**config.mk**
```make
export PLATFORM = sky130hd
export DESIGN_NAME = dac_upsampler
export DESIGN_NICKNAME = d
export VERILOG_FILES = /design/src/rtl/dac_upsampler.sv
export SDC_FILE = /design/constraint.sdc
export NUM_CORES = 1
export LEC_CHECK = 0
export CORE_MARGIN = 10
export CORE_UTILIZATION = 50
export DETAILED_ROUTE_END_ITERATION = 6
export PLACE_DENSITY = 0.73
export SLEW_MARGIN = 0
export SYNTH_ARGS = -nofsm -noshare
export SYNTH_HDL_FRONTEND = slang
export SYNTH_SLANG_ARGS = --single-unit
```
**constraint.sdc**
```tcl
create_clock -name clk_i -period 2.4 [get_ports clk_i]
set_input_delay 0.24 -clock clk_i [delete_from_list [all_inputs] [get_ports clk_i]]
set_output_delay 0.24 -clock clk_i [all_outputs]
set_load 0.03 [all_outputs]
```
**src/rtl/dac_upsampler.sv**
```systemverilog
// Clock-rate sample upsampler: FIFO-buffered low-rate input, one output sample per clock.
// Define DAC_UPSAMPLER_LINEAR_INTERP_EN for linear interpolation; otherwise zero-order hold.
module dac_upsampler #(
    parameter int BW       = 16,
    parameter int OSR_LOG2 = 5,
    parameter int FIFO_AW  = 2
) (
    input  logic                 clk_i,
    input  logic                 rst_i,
    input  logic [BW-1:0]        sample_i,
    input  logic                 sample_valid_i,
    output logic                 sample_ready_o,
    output logic [BW-1:0]        dac_o,
    output logic                 underrun_o,
    output logic [FIFO_AW:0]     fifo_level_o
);

    localparam int                DEPTH      = 1 << FIFO_AW;
    localparam logic [FIFO_AW:0]  DEPTH_L    = (FIFO_AW + 1)'(DEPTH);
    localparam logic [OSR_LOG2-1:0] PHASE_LAST = {OSR_LOG2{1'b1}};

    logic [BW-1:0]        mem_r [DEPTH];
    logic [FIFO_AW-1:0]   wr_ptr_r;
    logic [FIFO_AW-1:0]   rd_ptr_r;
    logic [FIFO_AW:0]     level_r;
    logic [FIFO_AW:0]     level_next_s;
    logic [OSR_LOG2-1:0]  phase_r;
    logic signed [BW-1:0] cur_r;
    logic signed [BW-1:0] dac_r;
    logic signed [BW-1:0] dac_next_s;
    logic                 underrun_r;

    logic full_s;
    logic empty_s;
    logic push_s;
    logic pop_slot_s;
    logic pop_s;

    assign full_s         = (level_r == DEPTH_L);
    assign empty_s        = (level_r == {(FIFO_AW + 1){1'b0}});
    assign sample_ready_o = !full_s && !rst_i;
    assign push_s         = sample_valid_i && sample_ready_o;
    assign pop_slot_s     = (phase_r == PHASE_LAST);
    assign pop_s          = pop_slot_s && !empty_s;

    // Occupancy update; a simultaneous push and pop leaves the level unchanged.
    always_comb begin
        level_next_s = level_r;
        case ({push_s, pop_s})
            2'b10:   level_next_s = level_r + (FIFO_AW + 1)'(1);
            2'b01:   level_next_s = level_r - (FIFO_AW + 1)'(1);
            default: level_next_s = level_r;
        endcase
    end

    // FIFO storage; writes are gated by ready, which is low during reset.
    always_ff @(posedge clk_i) begin
        if (push_s) begin
            mem_r[wr_ptr_r] <= sample_i;
        end
    end

    // Pointers, level, phase, current sample and underrun flag.
    always_ff @(posedge clk_i) begin
        if (rst_i) begin
            wr_ptr_r   <= {FIFO_AW{1'b0}};
            rd_ptr_r   <= {FIFO_AW{1'b0}};
            level_r    <= {(FIFO_AW + 1){1'b0}};
            phase_r    <= {OSR_LOG2{1'b0}};
            cur_r      <= {BW{1'b0}};
            underrun_r <= 1'b0;
        end else begin
            level_r    <= level_next_s;
            phase_r    <= phase_r + OSR_LOG2'(1);
            underrun_r <= pop_slot_s && empty_s;
            if (push_s) begin
                wr_ptr_r <= wr_ptr_r + FIFO_AW'(1);
            end
            if (pop_s) begin
                rd_ptr_r <= rd_ptr_r + FIFO_AW'(1);
                cur_r    <= mem_r[rd_ptr_r];
            end
        end
    end

`ifdef DAC_UPSAMPLER_LINEAR_INTERP_EN
    localparam int PW = BW + 1 + OSR_LOG2;

    logic signed [BW-1:0] prev_r;
    logic signed [PW-1:0] diff_s;
    logic signed [PW-1:0] phase_ext_s;
    logic signed [PW-1:0] prod_s;
    logic signed [PW-1:0] step_s;
    logic signed [PW-1:0] sum_s;

    // prev follows cur at every pop slot, including empty ones, so the ramp settles.
    always_ff @(posedge clk_i) begin
        if (rst_i) begin
            prev_r <= {BW{1'b0}};
        end else if (pop_slot_s) begin
            prev_r <= cur_r;
        end else begin
            prev_r <= prev_r;
        end
    end

    // Interpolate prev + floor((cur - prev) * phase / N); the result lies between prev and cur.
    always_comb begin
        diff_s      = PW'(cur_r) - PW'(prev_r);
        phase_ext_s = $signed({{(PW - OSR_LOG2){1'b0}}, phase_r});
        prod_s      = diff_s * phase_ext_s;
        step_s      = prod_s >>> OSR_LOG2;
        sum_s       = PW'(prev_r) + step_s;
        dac_next_s  = sum_s[BW-1:0];
    end
`else
    // Zero-order hold: output follows the current sample directly.
    always_comb begin
        dac_next_s = cur_r;
    end
`endif

    // Registered output sample.
    always_ff @(posedge clk_i) begin
        if (rst_i) begin
            dac_r <= {BW{1'b0}};
        end else begin
            dac_r <= dac_next_s;
        end
    end

    assign dac_o        = dac_r;
    assign underrun_o   = underrun_r;
    assign fifo_level_o = level_r;

endmodule

```
==> results of run 1 <==
-- flip-flops by register name, indices dropped and copies added (netlist names) --
name and flops:
mem_r 64, cur_r 16, dac_o 16, phase_r 5
fifo_level_o 3, rd_ptr_r 2, wr_ptr_r 2, underrun_o 1
-- per-layer routing --
layer  track usage, %  part of all wire, %  up-vias
li1                 -                    -      930
met1             14.0                   43      983
met2             18.9                   50       39
met3             3.63                  6.0        6
met4             4.29                  1.1        0
met5                0                    0        -
-- cell families after synthesis --
kind of cell | count (synthesis) | synth area share, %
AND/OR/NAND/NOR | 41 | 6.16
flip-flops | 109 | 72.7
adder cells (fa/ha/maj) | 8 | 2.77
buffers and inverters | 17 | 2.39
multiplexers | 18 | 9.83
XOR/XNOR | 6 | 1.35
AO/OA/AOI/OAI | 21 | 4.77
-- synth_stat cells (all sizes together) (2+ instances only) --
cell type,n
and2,4
nor3b,2
mux4,16
xor2,5
ha,7
and3,2
nor2,11
buf,6
a21oi,2
a22o,16
dfxtp,45
nor2b,18
inv,8
clkbuf,3
edfxtp,64
-- final cells by class --
cell class / instances / area (um2)
sequential: 109 / 2830
fill: 594 / 2990
timing repair buffer: 53 / 518
clock buffer: 11 / 141
tap: 102 / 128
clock inverter: 5 / 35.0
inverter: 8 / 30.0
multi-input combinational: 94 / 978
-- worst register-to-register path: stages (launching register included) --
cell and delay (ns):
dfxtp_2 0.35, ha_1 0.18, and3_1 0.21, ha_4 0.16
o31ai_4 0.06, inv_1 0.05, ha_1 0.16, inv_1 0.06
fa_1 0.37, xor2_1 0.16, or3_1 0.30, a21oi_1 0.13
-- through the flow --
step	hold WS (ns)	worst slack (ns)	power [uW]
6_report	0.423	0.139	3190
5_1_grt	0.442	0.00635	3320
4_1_cts	0.460	0.0898	3220
3_5_place_dp	0.447	0.110	2240
3_3_place_gp	0.428	0.174	2230
2_1_floorplan	0.339	0.000399	2150
-- how the worst max path moves through the flow --
| stage | start | endpoint | slack, ns | depth (start not counted) |
|---|---|---|---|---|
| after global placement | phase_r[0] | fifo_level_o[2] | 0.17 | 11 |
| final | phase_r[0] | fifo_level_o[2] | 0.14 | 11 |
| after CTS | phase_r[0] | fifo_level_o[2] | 0.09 | 11 |
| after global routing | phase_r[0] | fifo_level_o[2] | 0.006 | 11 |
| after detailed placement | phase_r[0] | fifo_level_o[2] | 0.11 | 11 |
| after floorplan | phase_r[0] | fifo_level_o[2] | 0.0004 | 12 |
-- power by group --
group	leakage, uW	switching (uW)	internal, uW	total [uW]
registers	0.000945	14.5	2030	2040
clock network	0.0000897	586	409	995
logic	0.000567	80.1	74.8	155
total	0.00160	681	2510	3190
==> impl_metrics.ini, run 1 <==
[outcome]
status = complete, no violations

[grt]
grt_pass1_wl_um = 10400
grt_pass1_vias = 2017
antenna_found_initial = 0
grt.overflow.total = 0
grt_max_degree = 31
track_usage_pct = 11.5

[worst_setup_path]
rrSetupSlack_ns = 0.14
reg2regPathDepth = 11
end_kind = flop
cp_cell_sequence = ha_1 -> and3_1 -> ha_4 -> o31ai_4 -> inv_1 -> ha_1 -> inv_1 -> fa_1 -> xor2_1 -> or3_1 -> a21oi_1
cp-start-kind = flop
path_buf_inv = 2
path_delay_family = adder cells
r2r_start = phase_r[0]
critical_path_class = reg -> reg
cp_slowest_stage_delay_ns = 0.37
cp.arrival_ns = 2.55
crit_required_ns = 2.69
critPathSlowestCell = fa_1
critPathMaxFanout = 3
rr_endpoint = fifo_level_o[2]

[power]
leakage_uw = 0.00160
p_per_area_nw_per_um2 = 685
ir_worst_vdd_v = 0.000370

[routing]
final_antenna_net_count = 0
dr.pass1.iters = 4
routed_wl_um = 6400
drt_iter0_markers = 71
route.detailed.drc = 0
vias = 1958
via_per_inst = 5.13
routedWlPerCell_um = 16.7

[min_path]
hold_path_end = phase_r[0]
holdPathStages = 1
hp-class = reg -> reg
hold_path_startpoint = phase_r[0]

[die]
die_y_um = 108
die_w_um = 108
boundaryPins = 40
dieArea_um2 = 11700
coreArea_um2 = 7650
start_util_pct = 50.8
num_rows = 32

[synth]
synthCells = 220
synth_edf_count = 64
ys_types = 30
synth_seq_cells = 109
ys.flop_type = edfxtp_1
synth_fp_nets = 247
synth_top_area_share_pct = 49.5
synth.cell_area_um2 = 3880
syn_avg_cell_area_um2 = 17.6
synth_warnings = 0
seq_area_frac_synth_pct = 72.7
async_reset_ff_share_pct = 0
yosysTopAreaCell = edfxtp_1
synth.area.top_cells = edfxtp_1, dfxtp_1, mux4_2

[timing]
skew_ns = 0.00625
worst_pin_slew_ns = 0.484
finalHoldViolCount = 0
relSlewSlack_pct = 67.3
tns_ns = 0
slew_viol_final = 0
rsz0062_at_grt = no
setup_viol = 0
post-route-min-period_ns = 2.26
fin_crit_sh_pct = 94.2
fmax_ghz = 0.442

[finish]
area_delta_synth_final_pct = 20.0
n_antenna_cell = 0
final_common_cell = edfxtp_1
final_cell_mix = edfxtp_1, dfxtp_1, clkdlybuf4s50_1, nor2b_1
design_area_um2 = 4660
stdcell_count = 382
drive_gt1_share_pct = 18.9
final_nets = 302
final_util_pct = 60.9

[clock_tree]
clk_pin_slew_ns = 0.09
cts_buffers = 9
cts_tree = done
ctsHtreeMaxLevel = 3
root_buffer = clkbuf_8
cts.sinks = 109
clk_path_buf_depth = 2
hold_buffers = 0
cts_setup_buffers = 0
clock_latency_ns = 0.36
cts_resized = 0

[place]
port_buffers = 39
place.gp.congestion = 0.742
placed_cells = 366
placed_area_um2 = 4470
dp_hpwl_um = 4140

[flow_run]
maxCapViolations = 0
Power figures use the tool's default switching activity.
==> run 2: changes to the inputs <==
Settings changed: SLEW_MARGIN 0 to 20.
==> results of run 2 <==
The final DEF is identical to that of run 1; final timing and power are the same.
